<file path="src/rtl/axi4_lite_master_if.sv">
// ---------------------------------------------------------------------------
// axi4_lite_master_if
//   AXI4-Lite bus bundle used between axi4_lite_master and its slave.
//   Signals:
//     AW channel : AXI_AWADDR[31:0], AXI_AWVALID, AXI_AWREADY
//     W  channel : AXI_WDATA[31:0], AXI_WSTRB[3:0], AXI_WVALID, AXI_WREADY
//     B  channel : AXI_BRESP[1:0], AXI_BVALID, AXI_BREADY
//     AR channel : AXI_ARADDR[31:0], AXI_ARVALID, AXI_ARREADY
//     R  channel : AXI_RDATA[31:0], AXI_RRESP[1:0], AXI_RVALID, AXI_RREADY
//   Modports: master (initiator side), slave (target side).
// ---------------------------------------------------------------------------
interface axi4_lite_master_if;
    logic [31:0] AXI_AWADDR;
    logic        AXI_AWVALID;
    logic        AXI_AWREADY;
    logic [31:0] AXI_WDATA;
    logic [3:0]  AXI_WSTRB;
    logic        AXI_WVALID;
    logic        AXI_WREADY;
    logic [1:0]  AXI_BRESP;
    logic        AXI_BVALID;
    logic        AXI_BREADY;
    logic [31:0] AXI_ARADDR;
    logic        AXI_ARVALID;
    logic        AXI_ARREADY;
    logic [31:0] AXI_RDATA;
    logic        AXI_RVALID;
    logic [1:0]  AXI_RRESP;
    logic        AXI_RREADY;

    modport master (
        output AXI_AWADDR, AXI_AWVALID, input AXI_AWREADY,
        output AXI_WDATA, AXI_WSTRB, AXI_WVALID, input AXI_WREADY,
        input  AXI_BRESP, AXI_BVALID, output AXI_BREADY,
        output AXI_ARADDR, AXI_ARVALID, input AXI_ARREADY,
        input  AXI_RDATA, AXI_RVALID, AXI_RRESP, output AXI_RREADY
    );

    modport slave (
        input  AXI_AWADDR, AXI_AWVALID, output AXI_AWREADY,
        input  AXI_WDATA, AXI_WSTRB, AXI_WVALID, output AXI_WREADY,
        output AXI_BRESP, AXI_BVALID, input AXI_BREADY,
        input  AXI_ARADDR, AXI_ARVALID, output AXI_ARREADY,
        output AXI_RDATA, AXI_RVALID, AXI_RRESP, input AXI_RREADY
    );
endinterface

</file>
<file path="src/rtl/axi4_lite_master.sv">
// ---------------------------------------------------------------------------
// axi4_lite_master
//   Initiator end of the AXI4-Lite register bus. Single-word read and write
//   commands arrive on the AMCI command interface, are issued as AXI4-Lite
//   transactions, and the response code / read data are returned. Read and
//   write paths are fully independent.
//
//   Ports:
//     clk, reset            clock; asynchronous active-high reset
//     AMCI_WADDR/WDATA      write command payload, sampled with AMCI_WRITE
//     AMCI_WRITE            single-cycle write request (ignored when busy)
//     AMCI_WIDLE            write path idle / last write result valid
//     AMCI_WRESP            BRESP of the last completed write
//     AMCI_RADDR            read address, sampled with AMCI_READ
//     AMCI_READ             single-cycle read request (ignored when busy)
//     AMCI_RIDLE            read path idle / last read result valid
//     AMCI_RDATA/RRESP      data and response of the last completed read
//     axi                   AXI4-Lite bus (axi4_lite_master_if.master)
//
//   Optional feature: define AXI4LM_TIMEOUT_EN to abort a transaction that
//   has been outstanding for TIMEOUT_CYCLES cycles (response 2'b11, read
//   data 32'hDEAD_BEEF). Without the macro transactions wait indefinitely.
// ---------------------------------------------------------------------------
module axi4_lite_master #(
    parameter int unsigned TIMEOUT_CYCLES = 1024
) (
    input  logic                      clk,
    input  logic                      reset,
    input  logic [31:0]               AMCI_WADDR,
    input  logic [31:0]               AMCI_WDATA,
    input  logic                      AMCI_WRITE,
    output logic                      AMCI_WIDLE,
    output logic [1:0]                AMCI_WRESP,
    input  logic [31:0]               AMCI_RADDR,
    input  logic                      AMCI_READ,
    output logic                      AMCI_RIDLE,
    output logic [31:0]               AMCI_RDATA,
    output logic [1:0]                AMCI_RRESP,
    axi4_lite_master_if.master        axi
);

    if (TIMEOUT_CYCLES < 2) begin : g_bad_timeout
        $error("axi4_lite_master: TIMEOUT_CYCLES must be at least 2");
    end

    typedef enum logic [1:0] {W_IDLE, W_SEND, W_RESP} wstate_e;
    typedef enum logic [1:0] {R_IDLE, R_ADDR, R_DATA} rstate_e;

    // ---------------- write path ----------------
    wstate_e     wstate_q, wstate_d;
    logic        awvalid_q, awvalid_d;
    logic        wvalid_q, wvalid_d;
    logic        bready_q, bready_d;
    logic [31:0] awaddr_q, awaddr_d;
    logic [31:0] wdata_q, wdata_d;
    logic [1:0]  wresp_q, wresp_d;

    logic aw_hs, w_hs;
    assign aw_hs = awvalid_q & axi.AXI_AWREADY;
    assign w_hs  = wvalid_q  & axi.AXI_WREADY;

    // ---------------- read path ----------------
    rstate_e     rstate_q, rstate_d;
    logic        arvalid_q, arvalid_d;
    logic        rready_q, rready_d;
    logic [31:0] araddr_q, araddr_d;
    logic [31:0] rdata_q, rdata_d;
    logic [1:0]  rresp_q, rresp_d;

`ifdef AXI4LM_TIMEOUT_EN
    localparam logic [31:0] TO_LAST = 32'(TIMEOUT_CYCLES - 1);
    logic [31:0] wcnt_q, wcnt_d;
    logic [31:0] rcnt_q, rcnt_d;
    logic        w_progress, r_progress;

    // A handshake in the expiring cycle means the slave is alive; let it win.
    assign w_progress = ((wstate_q == W_SEND) && (aw_hs || w_hs)) ||
                        ((wstate_q == W_RESP) && axi.AXI_BVALID);
    assign r_progress = ((rstate_q == R_ADDR) && axi.AXI_ARREADY) ||
                        ((rstate_q == R_DATA) && axi.AXI_RVALID);
`endif

    always_comb begin
        wstate_d  = wstate_q;
        awvalid_d = awvalid_q;
        wvalid_d  = wvalid_q;
        bready_d  = bready_q;
        awaddr_d  = awaddr_q;
        wdata_d   = wdata_q;
        wresp_d   = wresp_q;
`ifdef AXI4LM_TIMEOUT_EN
        wcnt_d    = wcnt_q;
`endif
        unique case (wstate_q)
            W_IDLE: begin
                if (AMCI_WRITE) begin
                    awaddr_d  = AMCI_WADDR;
                    wdata_d   = AMCI_WDATA;
                    awvalid_d = 1'b1;
                    wvalid_d  = 1'b1;
                    bready_d  = 1'b1;
                    wstate_d  = W_SEND;
`ifdef AXI4LM_TIMEOUT_EN
                    wcnt_d    = '0;
`endif
                end
            end
            W_SEND: begin
                if (aw_hs) awvalid_d = 1'b0;
                if (w_hs)  wvalid_d  = 1'b0;
                // A channel counts as done if it completed earlier or now.
                if ((aw_hs || !awvalid_q) && (w_hs || !wvalid_q))
                    wstate_d = W_RESP;
            end
            W_RESP: begin
                if (axi.AXI_BVALID) begin
                    wresp_d  = axi.AXI_BRESP;
                    bready_d = 1'b0;
                    wstate_d = W_IDLE;
                end
            end
            default: wstate_d = W_IDLE;
        endcase
`ifdef AXI4LM_TIMEOUT_EN
        if (wstate_q != W_IDLE) begin
            wcnt_d = wcnt_q + 32'd1;
            if (wcnt_q >= TO_LAST && !w_progress) begin
                awvalid_d = 1'b0;
                wvalid_d  = 1'b0;
                bready_d  = 1'b0;
                wresp_d   = 2'b11;
                wstate_d  = W_IDLE;
            end
        end
`endif
    end

    always_comb begin
        rstate_d  = rstate_q;
        arvalid_d = arvalid_q;
        rready_d  = rready_q;
        araddr_d  = araddr_q;
        rdata_d   = rdata_q;
        rresp_d   = rresp_q;
`ifdef AXI4LM_TIMEOUT_EN
        rcnt_d    = rcnt_q;
`endif
        unique case (rstate_q)
            R_IDLE: begin
                if (AMCI_READ) begin
                    araddr_d  = AMCI_RADDR;
                    arvalid_d = 1'b1;
                    rstate_d  = R_ADDR;
`ifdef AXI4LM_TIMEOUT_EN
                    rcnt_d    = '0;
`endif
                end
            end
            R_ADDR: begin
                if (axi.AXI_ARREADY) begin
                    arvalid_d = 1'b0;
                    rready_d  = 1'b1;
                    rstate_d  = R_DATA;
                end
            end
            R_DATA: begin
                if (axi.AXI_RVALID) begin
                    rdata_d  = axi.AXI_RDATA;
                    rresp_d  = axi.AXI_RRESP;
                    rready_d = 1'b0;
                    rstate_d = R_IDLE;
                end
            end
            default: rstate_d = R_IDLE;
        endcase
`ifdef AXI4LM_TIMEOUT_EN
        if (rstate_q != R_IDLE) begin
            rcnt_d = rcnt_q + 32'd1;
            if (rcnt_q >= TO_LAST && !r_progress) begin
                arvalid_d = 1'b0;
                rready_d  = 1'b0;
                rdata_d   = 32'hDEAD_BEEF;
                rresp_d   = 2'b11;
                rstate_d  = R_IDLE;
            end
        end
`endif
    end

    always_ff @(posedge clk or posedge reset) begin
        if (reset) begin
            wstate_q  <= W_IDLE;
            awvalid_q <= 1'b0;
            wvalid_q  <= 1'b0;
            bready_q  <= 1'b0;
            awaddr_q  <= '0;
            wdata_q   <= '0;
            wresp_q   <= '0;
            rstate_q  <= R_IDLE;
            arvalid_q <= 1'b0;
            rready_q  <= 1'b0;
            araddr_q  <= '0;
            rdata_q   <= '0;
            rresp_q   <= '0;
`ifdef AXI4LM_TIMEOUT_EN
            wcnt_q    <= '0;
            rcnt_q    <= '0;
`endif
        end else begin
            wstate_q  <= wstate_d;
            awvalid_q <= awvalid_d;
            wvalid_q  <= wvalid_d;
            bready_q  <= bready_d;
            awaddr_q  <= awaddr_d;
            wdata_q   <= wdata_d;
            wresp_q   <= wresp_d;
            rstate_q  <= rstate_d;
            arvalid_q <= arvalid_d;
            rready_q  <= rready_d;
            araddr_q  <= araddr_d;
            rdata_q   <= rdata_d;
            rresp_q   <= rresp_d;
`ifdef AXI4LM_TIMEOUT_EN
            wcnt_q    <= wcnt_d;
            rcnt_q    <= rcnt_d;
`endif
        end
    end

    assign axi.AXI_AWADDR  = awaddr_q;
    assign axi.AXI_AWVALID = awvalid_q;
    assign axi.AXI_WDATA   = wdata_q;
    assign axi.AXI_WSTRB   = 4'hF;
    assign axi.AXI_WVALID  = wvalid_q;
    assign axi.AXI_BREADY  = bready_q;
    assign axi.AXI_ARADDR  = araddr_q;
    assign axi.AXI_ARVALID = arvalid_q;
    assign axi.AXI_RREADY  = rready_q;

    assign AMCI_WIDLE = (wstate_q == W_IDLE);
    assign AMCI_WRESP = wresp_q;
    assign AMCI_RIDLE = (rstate_q == R_IDLE);
    assign AMCI_RDATA = rdata_q;
    assign AMCI_RRESP = rresp_q;

endmodule

</file>
<file path="src/flat_wrapper.sv">
// flat-port wrapper written by rule: the top's interface ports become plain ports
module axi4_lite_master_flat 
#(
    parameter int unsigned TIMEOUT_CYCLES = 1024
)
  (clk, reset, AMCI_WADDR, AMCI_WDATA, AMCI_WRITE, AMCI_WIDLE, AMCI_WRESP, AMCI_RADDR, AMCI_READ, AMCI_RIDLE, AMCI_RDATA, AMCI_RRESP, axi_AXI_AWADDR, axi_AXI_AWVALID, axi_AXI_AWREADY, axi_AXI_WDATA, axi_AXI_WSTRB, axi_AXI_WVALID, axi_AXI_WREADY, axi_AXI_BRESP, axi_AXI_BVALID, axi_AXI_BREADY, axi_AXI_ARADDR, axi_AXI_ARVALID, axi_AXI_ARREADY, axi_AXI_RDATA, axi_AXI_RVALID, axi_AXI_RRESP, axi_AXI_RREADY);
  axi4_lite_master_if axi_i ();
  input  logic clk;
  input  logic reset;
  input  logic [31:0] AMCI_WADDR;
  input  logic [31:0] AMCI_WDATA;
  input  logic AMCI_WRITE;
  output logic AMCI_WIDLE;
  output logic [1:0] AMCI_WRESP;
  input  logic [31:0] AMCI_RADDR;
  input  logic AMCI_READ;
  output logic AMCI_RIDLE;
  output logic [31:0] AMCI_RDATA;
  output logic [1:0] AMCI_RRESP;
  output wire logic [$bits(axi_i.AXI_AWADDR)-1:0] axi_AXI_AWADDR;
  output wire logic [$bits(axi_i.AXI_AWVALID)-1:0] axi_AXI_AWVALID;
  input wire logic [$bits(axi_i.AXI_AWREADY)-1:0] axi_AXI_AWREADY;
  output wire logic [$bits(axi_i.AXI_WDATA)-1:0] axi_AXI_WDATA;
  output wire logic [$bits(axi_i.AXI_WSTRB)-1:0] axi_AXI_WSTRB;
  output wire logic [$bits(axi_i.AXI_WVALID)-1:0] axi_AXI_WVALID;
  input wire logic [$bits(axi_i.AXI_WREADY)-1:0] axi_AXI_WREADY;
  input wire logic [$bits(axi_i.AXI_BRESP)-1:0] axi_AXI_BRESP;
  input wire logic [$bits(axi_i.AXI_BVALID)-1:0] axi_AXI_BVALID;
  output wire logic [$bits(axi_i.AXI_BREADY)-1:0] axi_AXI_BREADY;
  output wire logic [$bits(axi_i.AXI_ARADDR)-1:0] axi_AXI_ARADDR;
  output wire logic [$bits(axi_i.AXI_ARVALID)-1:0] axi_AXI_ARVALID;
  input wire logic [$bits(axi_i.AXI_ARREADY)-1:0] axi_AXI_ARREADY;
  input wire logic [$bits(axi_i.AXI_RDATA)-1:0] axi_AXI_RDATA;
  input wire logic [$bits(axi_i.AXI_RVALID)-1:0] axi_AXI_RVALID;
  input wire logic [$bits(axi_i.AXI_RRESP)-1:0] axi_AXI_RRESP;
  output wire logic [$bits(axi_i.AXI_RREADY)-1:0] axi_AXI_RREADY;
  assign axi_AXI_AWADDR = axi_i.AXI_AWADDR;
  assign axi_AXI_AWVALID = axi_i.AXI_AWVALID;
  assign axi_i.AXI_AWREADY = axi_AXI_AWREADY;
  assign axi_AXI_WDATA = axi_i.AXI_WDATA;
  assign axi_AXI_WSTRB = axi_i.AXI_WSTRB;
  assign axi_AXI_WVALID = axi_i.AXI_WVALID;
  assign axi_i.AXI_WREADY = axi_AXI_WREADY;
  assign axi_i.AXI_BRESP = axi_AXI_BRESP;
  assign axi_i.AXI_BVALID = axi_AXI_BVALID;
  assign axi_AXI_BREADY = axi_i.AXI_BREADY;
  assign axi_AXI_ARADDR = axi_i.AXI_ARADDR;
  assign axi_AXI_ARVALID = axi_i.AXI_ARVALID;
  assign axi_i.AXI_ARREADY = axi_AXI_ARREADY;
  assign axi_i.AXI_RDATA = axi_AXI_RDATA;
  assign axi_i.AXI_RVALID = axi_AXI_RVALID;
  assign axi_i.AXI_RRESP = axi_AXI_RRESP;
  assign axi_AXI_RREADY = axi_i.AXI_RREADY;
  axi4_lite_master #(.TIMEOUT_CYCLES(TIMEOUT_CYCLES)) u_core (.clk(clk), .reset(reset), .AMCI_WADDR(AMCI_WADDR), .AMCI_WDATA(AMCI_WDATA), .AMCI_WRITE(AMCI_WRITE), .AMCI_WIDLE(AMCI_WIDLE), .AMCI_WRESP(AMCI_WRESP), .AMCI_RADDR(AMCI_RADDR), .AMCI_READ(AMCI_READ), .AMCI_RIDLE(AMCI_RIDLE), .AMCI_RDATA(AMCI_RDATA), .AMCI_RRESP(AMCI_RRESP), .axi(axi_i));
endmodule
</file>
<file path="config.mk">
export PLATFORM = sky130hd
export DESIGN_NAME = axi4_lite_master_flat
export DESIGN_NICKNAME = d
export VERILOG_FILES = /design/src/rtl/axi4_lite_master_if.sv /design/src/rtl/axi4_lite_master.sv /design/src/flat_wrapper.sv
export SDC_FILE = /design/constraint.sdc
export NUM_CORES = 1
export LEC_CHECK = 0
export CORE_MARGIN = 4
export CORE_UTILIZATION = 40
export DETAILED_ROUTE_END_ITERATION = 8
export HOLD_SLACK_MARGIN = 0.12
export PLACE_DENSITY = 0.79
export SLEW_MARGIN = 0
export SYNTH_ARGS = -nofsm -noshare
export SYNTH_HDL_FRONTEND = slang
export SYNTH_SLANG_ARGS = --single-unit
</file>
<file path="constraint.sdc">
create_clock -name clk -period 6.19 [get_ports clk]
set_clock_uncertainty 0.15 [all_clocks]
set_input_delay 1.238 -clock clk [delete_from_list [all_inputs] [get_ports clk]]
set_output_delay 1.238 -clock clk [all_outputs]
set_load 0.005 [all_outputs]
</file>
==> run_results.csv <==
group,metric,value,unit
clock_tree,cts.sinks,141,
global_routing,grt_max_degree,110,
sta,fin_ws,2.788,ns
synth,synth_area_leaders,"dfrtp_1 (64%), mux2_2 (21%), mux2_4 (8.2%)",
layout,nNetsFinal,761,
synth,synthTopCellsByCount,"dfrtp_1 (141), mux2_2 (102), mux2_4 (30)",
floorplanning,die_area,15740,um2
sta,rsz0062_at_grt,"no",
power,clkPwrFrac,23.0,%
critical_path,cp.required,6.32,ns
route,finalWirelength,14.72,mm
global_routing,grt_pass1_wl,23.61,mm
synth,yosysWarningCount,0,
placement,port_buffers,279,
synth,synth_most_common_cell,"dfrtp_1",
critical_path,worstRegToRegCells,4,
layout,area_delta_synth_final,63.65,%
critical_path,rrSetupSlack,3.67,ns
placement,place_inst,777,
flow_run,drv_cap,0,
sta,setup_viol,0,
synth,syn_inst,336,
critical_path,arrival,3.53,ns
route,post_drt_wl_per_cell,18.20,um
placement,place_ws,2.409,ns
critical_path,startpoint,"AMCI_WRITE",
critical_path,cp-end-kind,"flop",
critical_path,crit_type,"input pin to flop",
sta,slew_headroom,28.42,%
power,power_frac_seq,35.9,%
sta,tns,0,ns
route,drtIter0Drc,151,
sta,drv_slew,0,
route,post_drt_via_cell_ratio,4.724,
critical_path,reg2reg_to,"u_core.axi.AXI_WDATA[20]",
route,route.detailed.drc,0,
synth,synthArstFlopShare,100.0,%
floorplanning,die_w,125.5,um
sta,period_minus_slack,3.402,ns
layout,drive_gt1_share,26.86,%
power,p_per_area,515.7,nW/um2
sta,timing.final.crit_share,54.96,%
global_routing,overflow,0,
critical_path,critPathMaxFanout,33,
floorplanning,pin_count,284,
critical_path,setup.worst_path.end,"u_core.axi.AXI_WDATA[20]",
clock_tree,postCtsSetupRepairBufs,0,
clock_tree,ctsResizeCount,0,
critical_path,reg2reg_from,"u_core.wstate_q[1]",
route,ant_nets,0,
clock_tree,htreeDepth,4,
clock_tree,cts_made_buffers,17,
outcome,outcome,"completed",
clock_tree,clkLatencyLatePin,0.40,ns
floorplanning,chipHeight,125.5,um
floorplanning,rows,42,
synth,ys_seq_area_share,63.95,%
power,p_int,0.003437,W
synth,syn_area,5518,um2
sta,final_hold_viol_count,0,
clock_tree,cts.clk_slew.worst_paths,0.06,ns
power,pwr-share-comb,41.1,%
clock_tree,cts_hold_buf,0,
layout,instances_no_fill,809,
sta,worstMarginPinSlew,1.074,ns
synth,yosysTopAreaCell,"dfrtp_1",
global_routing,grt_use_total,18.96,%
power,switching_power,0.001220,W
floorplanning,core-area,13400,um2
synth,synth_cell_types,24,
global_routing,grt_pass1_vias,4391,
critical_path,startpoint_type,"input pin",
sta,max_freq,0.2940,GHz
synth,synth_edf_count,0,
floorplanning,initial_core_util,41.18,%
route,vias,3822,
clock_tree,cts_tree,"built",
synth,ys_ff_latch,141,
placement,dp_hpwl,10.86,mm
power,ir_worst_vdd,0.2880,mV
synth,synth-main-ff-cell,"dfrtp_1",
route,firstDrtPassIters,4,
synth,avgSynthCellArea,16.42,um2
synth,synth_top_area_share,63.95,%
placement,routabilityCongestion,0.8056,
min_path,hold_path.class,"flop to flop",
layout,antennaDiodeCount,0,
power,total_leakage_power,3.846,nW
power,p_sw_share,26.20,%
global_routing,antenna_found_initial,0,
clock_tree,clock_path_buffers,2,
clock_tree,root_buffer,"clkbuf_16",
[worst max-delay path, cell delays in order]
cell and delay, ns:
clkdlybuf4s50_1 0.51, nor2b_1 0.19, and2_2 0.66, buf_4 0.52
mux2_2 0.40
[stage by stage]
stage | total power [W] | util (%) | cell area, um2 | hold slack, ns
final | 0.004657 | 67.39 | 9030 | 0.3514
after global routing | 0.004921 | 67.39 | 9030 | 0.3707
after CTS | 0.004720 | 67.39 | 9030 | 0.3581
after detailed placement | 0.003615 | 62.71 | 8403 | 0.3428
after global placement | 0.003539 | 62.71 | 8403 | 0.3376
after floorplan | 0.002420 | - | 5529 | 0.3541
[cells by family after synthesis]
| family | after synthesis | synth area share [%] |
|---|---|---|
| muxes | 132 | 28.98 |
| other | 1 | 0.06796 |
| AOI/OAI and AO/OA | 17 | 1.610 |
| and+or+nand+nor | 17 | 1.678 |
| buffers and inverters | 28 | 3.719 |
| DFF | 141 | 63.95 |
[power by group through the flow]
stage	clock [W]	combinational (W)	sequential (W)
6_report	0.00107	0.00191	0.00167
5_1_grt	0.00114	0.00205	0.00173
4_1_cts	0.00109	0.00195	0.00168
3_5_place_dp	0	0.00193	0.00168
3_3_place_gp	0	0.00189	0.00165
2_1_floorplan	0	0.000744	0.00168
[cell type report]
cell class | count | area (um2)
well taps | 176 | 220.2
repair buffers | 282 | 2815
clock buffers | 22 | 464.2
clock inverters | 10 | 162.7
fillers | 954 | 4370
multi-input cells | 170 | 1804
flip-flops and latches | 141 | 3528
inverters | 8 | 35.03
[worst min-delay path by stage]
| stage | depth (start not counted) | to | start |
|---|---|---|---|
| 2_1_floorplan | 1 | u_core.AMCI_RDATA[30] | u_core.AMCI_RDATA[30] |
| 3_3_place_gp | 1 | u_core.AMCI_WRESP[0] | u_core.AMCI_WRESP[0] |
| 3_5_place_dp | 1 | u_core.AMCI_RDATA[18] | u_core.AMCI_RDATA[18] |
| 4_1_cts | 1 | u_core.axi.AXI_AWADDR[13] | u_core.axi.AXI_AWADDR[13] |
| 5_1_grt | 1 | u_core.axi.AXI_AWADDR[26] | u_core.axi.AXI_AWADDR[26] |
| 6_report | 1 | u_core.axi.AXI_WDATA[5] | u_core.axi.AXI_WDATA[5] |
[sequential cells by signal, summed over array words and instances, names as in the netlist]
name / flops
u_core.axi.AXI_AWVALID: 1
u_core.axi.AXI_AWADDR: 32
u_core.axi.AXI_WVALID: 1
u_core.axi.AXI_RREADY: 1
u_core.wstate_q: 2
u_core.AMCI_RDATA: 32
u_core.axi.AXI_ARVALID: 1
u_core.AMCI_WRESP: 2
u_core.axi.AXI_ARADDR: 32
u_core.axi.AXI_WDATA: 32
u_core.AMCI_RRESP: 2
u_core.rstate_q: 2
u_core.axi.AXI_BREADY: 1
[layer usage]
| layer | vias to the layer above | part of all wire (%) | GRT usage [%] |
|---|---|---|---|
| met1 | 1879 | 36 | 20.84 |
| met4 | 0 | 2.7 | 8.036 |
| li1 | 1737 | - | - |
| met3 | 28 | 8.7 | 7.505 |
| met5 | - | 0 | 0 |
| met2 | 178 | 52 | 32.60 |
[cells in the final DEF (no fill, tap or decap)]
cell type          n
clkdlybuf4s50_1  279
dfrtp_1          141
mux2_2           102
mux2_4            30
clkbuf_16         17
o21ai_0           13
inv_1              6
nor2_1             4
conb_1             4
bufinv_16          4
nand2_1            3
nand3_1            3
a21oi_1            3
clkbuf_1           3
buf_4              3
or3_2              2
nand2b_1           2
clkinv_2           2
clkinvlp_4         2
clkbuf_8           2
clkinv_4           2
nor3b_4            1
inv_2              1
nor2b_1            1
and2_2             1
a311oi_1           1
inv_6              1
Power figures use the tool's default switching activity.
